### src/rtl/piso_serializer.sv
// Parallel-in serial-out serializer: accepts a WIDTH-bit word on valid/ready and shifts it out MSB first.
// Latency: first bit one cycle after accept; ready in the last-bit cycle permits gap-free back-to-back words.
module piso_serializer #(
   parameter int   WIDTH    = 4,
   parameter logic IDLE_BIT = 1'b0
) (
   input  logic             clk,
   input  logic             reset,
   input  logic [WIDTH-1:0] data_in,
   input  logic             data_valid,
   output logic             data_ready,
   output logic             serial_out,
   output logic             bit_valid,
   output logic             word_done
);

   localparam int CW = $clog2(WIDTH);
   localparam logic [CW-1:0] LAST = CW'(WIDTH - 1);

   typedef enum logic {
      IDLE  = 1'b0,
      SHIFT = 1'b1
   } state_t;

   state_t           state_q, state_d;
   logic [WIDTH-1:0] shreg_q, shreg_d;
   logic [CW-1:0]    cnt_q,   cnt_d;
   logic             accept;

   always_ff @(posedge clk) begin
      if (reset) begin
         state_q <= IDLE;
         shreg_q <= '0;
         cnt_q   <= '0;
      end else begin
         state_q <= state_d;
         shreg_q <= shreg_d;
         cnt_q   <= cnt_d;
      end
   end

   always_comb begin
      state_d    = state_q;
      shreg_d    = shreg_q;
      cnt_d      = cnt_q;
      bit_valid  = (state_q == SHIFT);
      word_done  = (state_q == SHIFT) && (cnt_q == LAST);
      serial_out = (state_q == SHIFT) ? shreg_q[WIDTH-1] : IDLE_BIT;
      data_ready = !reset && ((state_q == IDLE) || word_done);
      accept     = data_valid && data_ready;

      case (state_q)
         IDLE: begin
            if (accept) begin
               state_d = SHIFT;
               shreg_d = data_in;
               cnt_d   = '0;
            end
         end
         SHIFT: begin
            if (cnt_q != LAST) begin
               shreg_d = {shreg_q[WIDTH-2:0], 1'b0};
               cnt_d   = cnt_q + 1'b1;
            end else if (accept) begin
               // Reload in the last-bit cycle so the next word follows with no idle gap.
               shreg_d = data_in;
               cnt_d   = '0;
            end else begin
               state_d = IDLE;
               cnt_d   = '0;
            end
         end
         default: begin
            state_d = IDLE;
            cnt_d   = '0;
         end
      endcase
   end

endmodule

### config.mk
export PLATFORM = sky130hd
export DESIGN_NAME = piso_serializer
export DESIGN_NICKNAME = d
export VERILOG_FILES = /design/src/rtl/piso_serializer.sv
export SDC_FILE = /design/constraint.sdc
export NUM_CORES = 1
export LEC_CHECK = 0
export CAP_MARGIN = 10
export CORE_AREA = 4 4 41 43
export DETAILED_ROUTE_END_ITERATION = 7
export DIE_AREA = 0 0 45 47
export SLEW_MARGIN = 40
export SYNTH_ARGS = -nofsm -noshare
export SYNTH_HDL_FRONTEND = slang
export SYNTH_SLANG_ARGS = --single-unit
export TNS_END_PERCENT = 1
### constraint.sdc
create_clock -name clk -period 1.2 [get_ports clk]
set_input_delay 0.36 -clock clk [delete_from_list [all_inputs] [get_ports clk]]
set_output_delay 0.36 -clock clk [all_outputs]
set_load 0.02 [all_outputs]
==> impl_metrics.py <==
metrics = {
    "clocking": {
        "clk_path_buf_depth": 2,
        "cts.sinks": 7,
        "clk_pin_slew_ns": 0.05,
        "htreeDepth": 1,
        "cts_tree": "yes",
        "cts_buffers": 3,
        "root_buffer": "clkbuf_4",
        "insertion_delay_ns": 0.25,
    },
    "worst_setup_path": {
        "critPathSlowestCell": "or3b_2",
        "cp_max_fo": 3,
        "worstPathCellList": "ha_4 > buf_4 > buf_4 > or3b_2 > a21oi_2",
        "r2r_slack_ns": -0.20,
        "arrival_ns": 1.59,
        "crit_top_cell": "buf_4",
        "endpoint_kind": "flop",
        "crit_required_ns": 1.38,
        "path_class": "reg2reg",
        "start_kind": "flop",
        "cp_slowest_stage_delay_ns": 0.44,
    },
    "timing": {
        "finalClockSkew_ns": 0.000462,
        "maxSlewHeadroom_pct": 85.8,
        "timing.final.ws_setup_ns": -0.203,
        "maxSlewViolCount": 0,
        "timing.hold.ws_ns": 0.531,
        "timing.final.hold_violations": 0,
        "fmax_ghz": 0.713,
        "tns_ns": -0.724,
        "max_slew.worst_pin.slew_ns": 0.213,
        "rsz0062_at_grt": "yes",
        "period_needed_ns": 1.40,
        "setup_violations": 5,
        "min_period_over_period_pct": 117,
    },
    "placed_design": {
        "numPortBuffers": 10,
        "gp_congestion": 0.698,
        "post_dp_cell_area_um2": 503,
        "dp_hpwl_um": 575,
        "dp_slack_ns": -0.666,
    },
    "run_status": {
        "violations": "setup timing",
        "outcome": "complete, but fails checks",
    },
    "synth": {
        "yosysMostFrequentCell": "dfxtp_1",
        "dominantRegCellSynth": "dfxtp_1",
        "ys_async_sr_fraction_pct": 0,
        "post_synth_fa_ha_maj_area_fraction_pct": 3.68,
        "synth_top_cell_area_share_pct": 41.2,
        "synthTopCellsByCount": "dfxtp_1 (7), mux2i_1 (4), a211oi_1 (3), a21oi_1 (3), nor3b_1 (3)",
        "synth_xor_area_share_pct": 0,
        "synth_warnings": 0,
        "yosysTopAreaCell": "dfxtp_1",
        "netlist-cell-type-count": 18,
        "synth_edf_count": 0,
        "synth_mux_area_share_pct": 11.8,
        "yosys-top-cells-area": "dfxtp_1 (41%), mux2i_1 (12%), a211oi_1 (6.6%), nor3b_1 (6.6%), or3b_1 (5.1%)",
        "synth_top_family_by_area": "simple AND/OR/NAND/NOR gates",
        "synth_compound_area_share_pct": 11.0,
        "ys_ff_latch": 7,
        "synthesis.nets": 43,
        "ys_seq_area_share_pct": 41.2,
        "netlist_area_um2": 340,
        "avgSynthCellArea_um2": 9.72,
        "synthCells": 35,
        "synthSimpleGateAreaFrac_pct": 25.4,
    },
    "drt": {
        "route.detailed.drc": 0,
        "ant_nets": 0,
        "wl_per_cell_um": 11.4,
        "via_per_inst": 4.61,
        "vias": 323,
        "drtIter0Drc": 3,
        "wirelength_um": 795,
        "drt-pass1-iter-count": 2,
    },
    "power_and_ir_drop": {
        "powerDensity_nw_per_um2": 1030,
        "p_total_mw": 0.608,
        "vdd_ir_drop_max_mv": 0.512,
        "power_leakage_nw": 0.253,
    },
    "grt": {
        "grt_util_all_layers_pct": 9.42,
        "overflow": 0,
        "grt_pass1_wl_um": 1300,
        "antenna_found_initial": 0,
        "grt_max_degree": 8,
        "grt_pass1_vias": 302,
    },
    "hold_path": {
        "min_path_type": "reg2reg",
    },
    "floorplanning": {
        "start_util_pct": 26.2,
        "die_height_um": 47,
        "die_x_um": 45,
        "ios": 11,
        "core-area_um2": 1300,
        "die-area_um2": 2120,
        "fp-row-count": 13,
    },
    "cells_and_area": {
        "diodes": 0,
        "syn_to_final_growth_pct": 73.9,
        "drive_gt1_share_pct": 50.9,
        "seqCellArea_um2": 146,
        "multi_input_area_um2": 228,
        "final_area_um2": 592,
        "n_fill_cell": 136,
        "final_nets": 64,
    },
    "job": {
        "drv_cap": 0,
    },
}
-- final timing paths --
path | from | end | depth (start not counted)
setup reg to reg | cnt_q[0] | cnt_q[0] | 5
setup / recovery | cnt_q[0] | cnt_q[0] | 5
hold reg to reg | shreg_q[0] | shreg_q[0] | 2
hold / removal | shreg_q[0] | shreg_q[0] | 2
-- logic make-up (layout without fill, tap and decap cells) --
family                     count (synthesis)  in the layout
AOI/OAI and AO/OA                          6              6
adders and majority gates                  1              1
buffers and inverters                      4             24
DFF                                        7              7
muxes                                      4              4
and+or+nand+nor                           13             13
-- cells in the final DEF (no fill, tap or decap) --
master,netlist,routed
a21oi_2,0,1
nor2b_4,0,1
inv_1,1,1
dfxtp_2,0,2
nor2_2,0,1
ha_4,0,1
nor3b_1,3,2
nand2b_4,0,1
nor3b_2,0,1
a211oi_2,0,2
nand2_1,1,1
clkbuf_4,0,3
buf_6,1,3
nor3_1,1,1
a211oi_1,3,1
clkdlybuf4s50_1,0,5
dlygate4sd2_1,0,2
or3b_1,2,2
mux2i_1,4,4
or3b_2,1,1
dfxtp_4,0,1
and2_4,0,1
dfxtp_1,7,4
a21oi_1,3,2
clkbuf_1,0,1
buf_4,0,9
and2_1,2,1
-- registers in the layout, summed over array words and instances (netlist names) --
register	count
shreg_q	4
cnt_q	2
bit_valid	1
-- where the power goes --
group          switching (mW)  internal (mW)
Clock                  0.0912          0.127
Combinational          0.0512         0.0765
Sequential             0.0119          0.250
Total                   0.154          0.453
-- final cells by class --
cell class                 instances  share of cell area (%)
multi-input combinational         24                    38.5
clock buffer                       4                    4.44
sequential                         7                    24.7
timing repair buffer              19                    28.5
tap                               15                    3.17
inverter                           1                   0.634
-- through the flow --
| stage | std cells | utilization [%] |
|---|---|---|
| after floorplan | 35 | - |
| after global placement | 65 | 38.7 |
| after detailed placement | 65 | 38.7 |
| after CTS | 70 | 44.0 |
| after global routing | 70 | 45.5 |
| final | 70 | 45.5 |
-- layer usage --
metal  global-route usage, %  up-vias  share of wire (%)
met4                    7.02        0                  0
met1                    10.1      147                 47
li1                        -      166                  -
met3                    6.13        0                8.6
met2                    13.3       10                 45
met5                       0        -                  0
-- timing repair --
item                       CTS  global route
setup buffers                1             0
gates resized for setup     28             5
setup endpoints to repair    7             8
cloned                       0             0
hold buffers                 0             0
pin swaps                    1             1
-- critical path, delay by kind of cell (launching register included) --
family          cells  cell delay (ns)
simple gates        1             0.44
flops               1             0.33
buf+inv             2             0.26
fa+ha+maj           1             0.17
compound gates      1             0.13
Power figures use the tool's default switching activity.
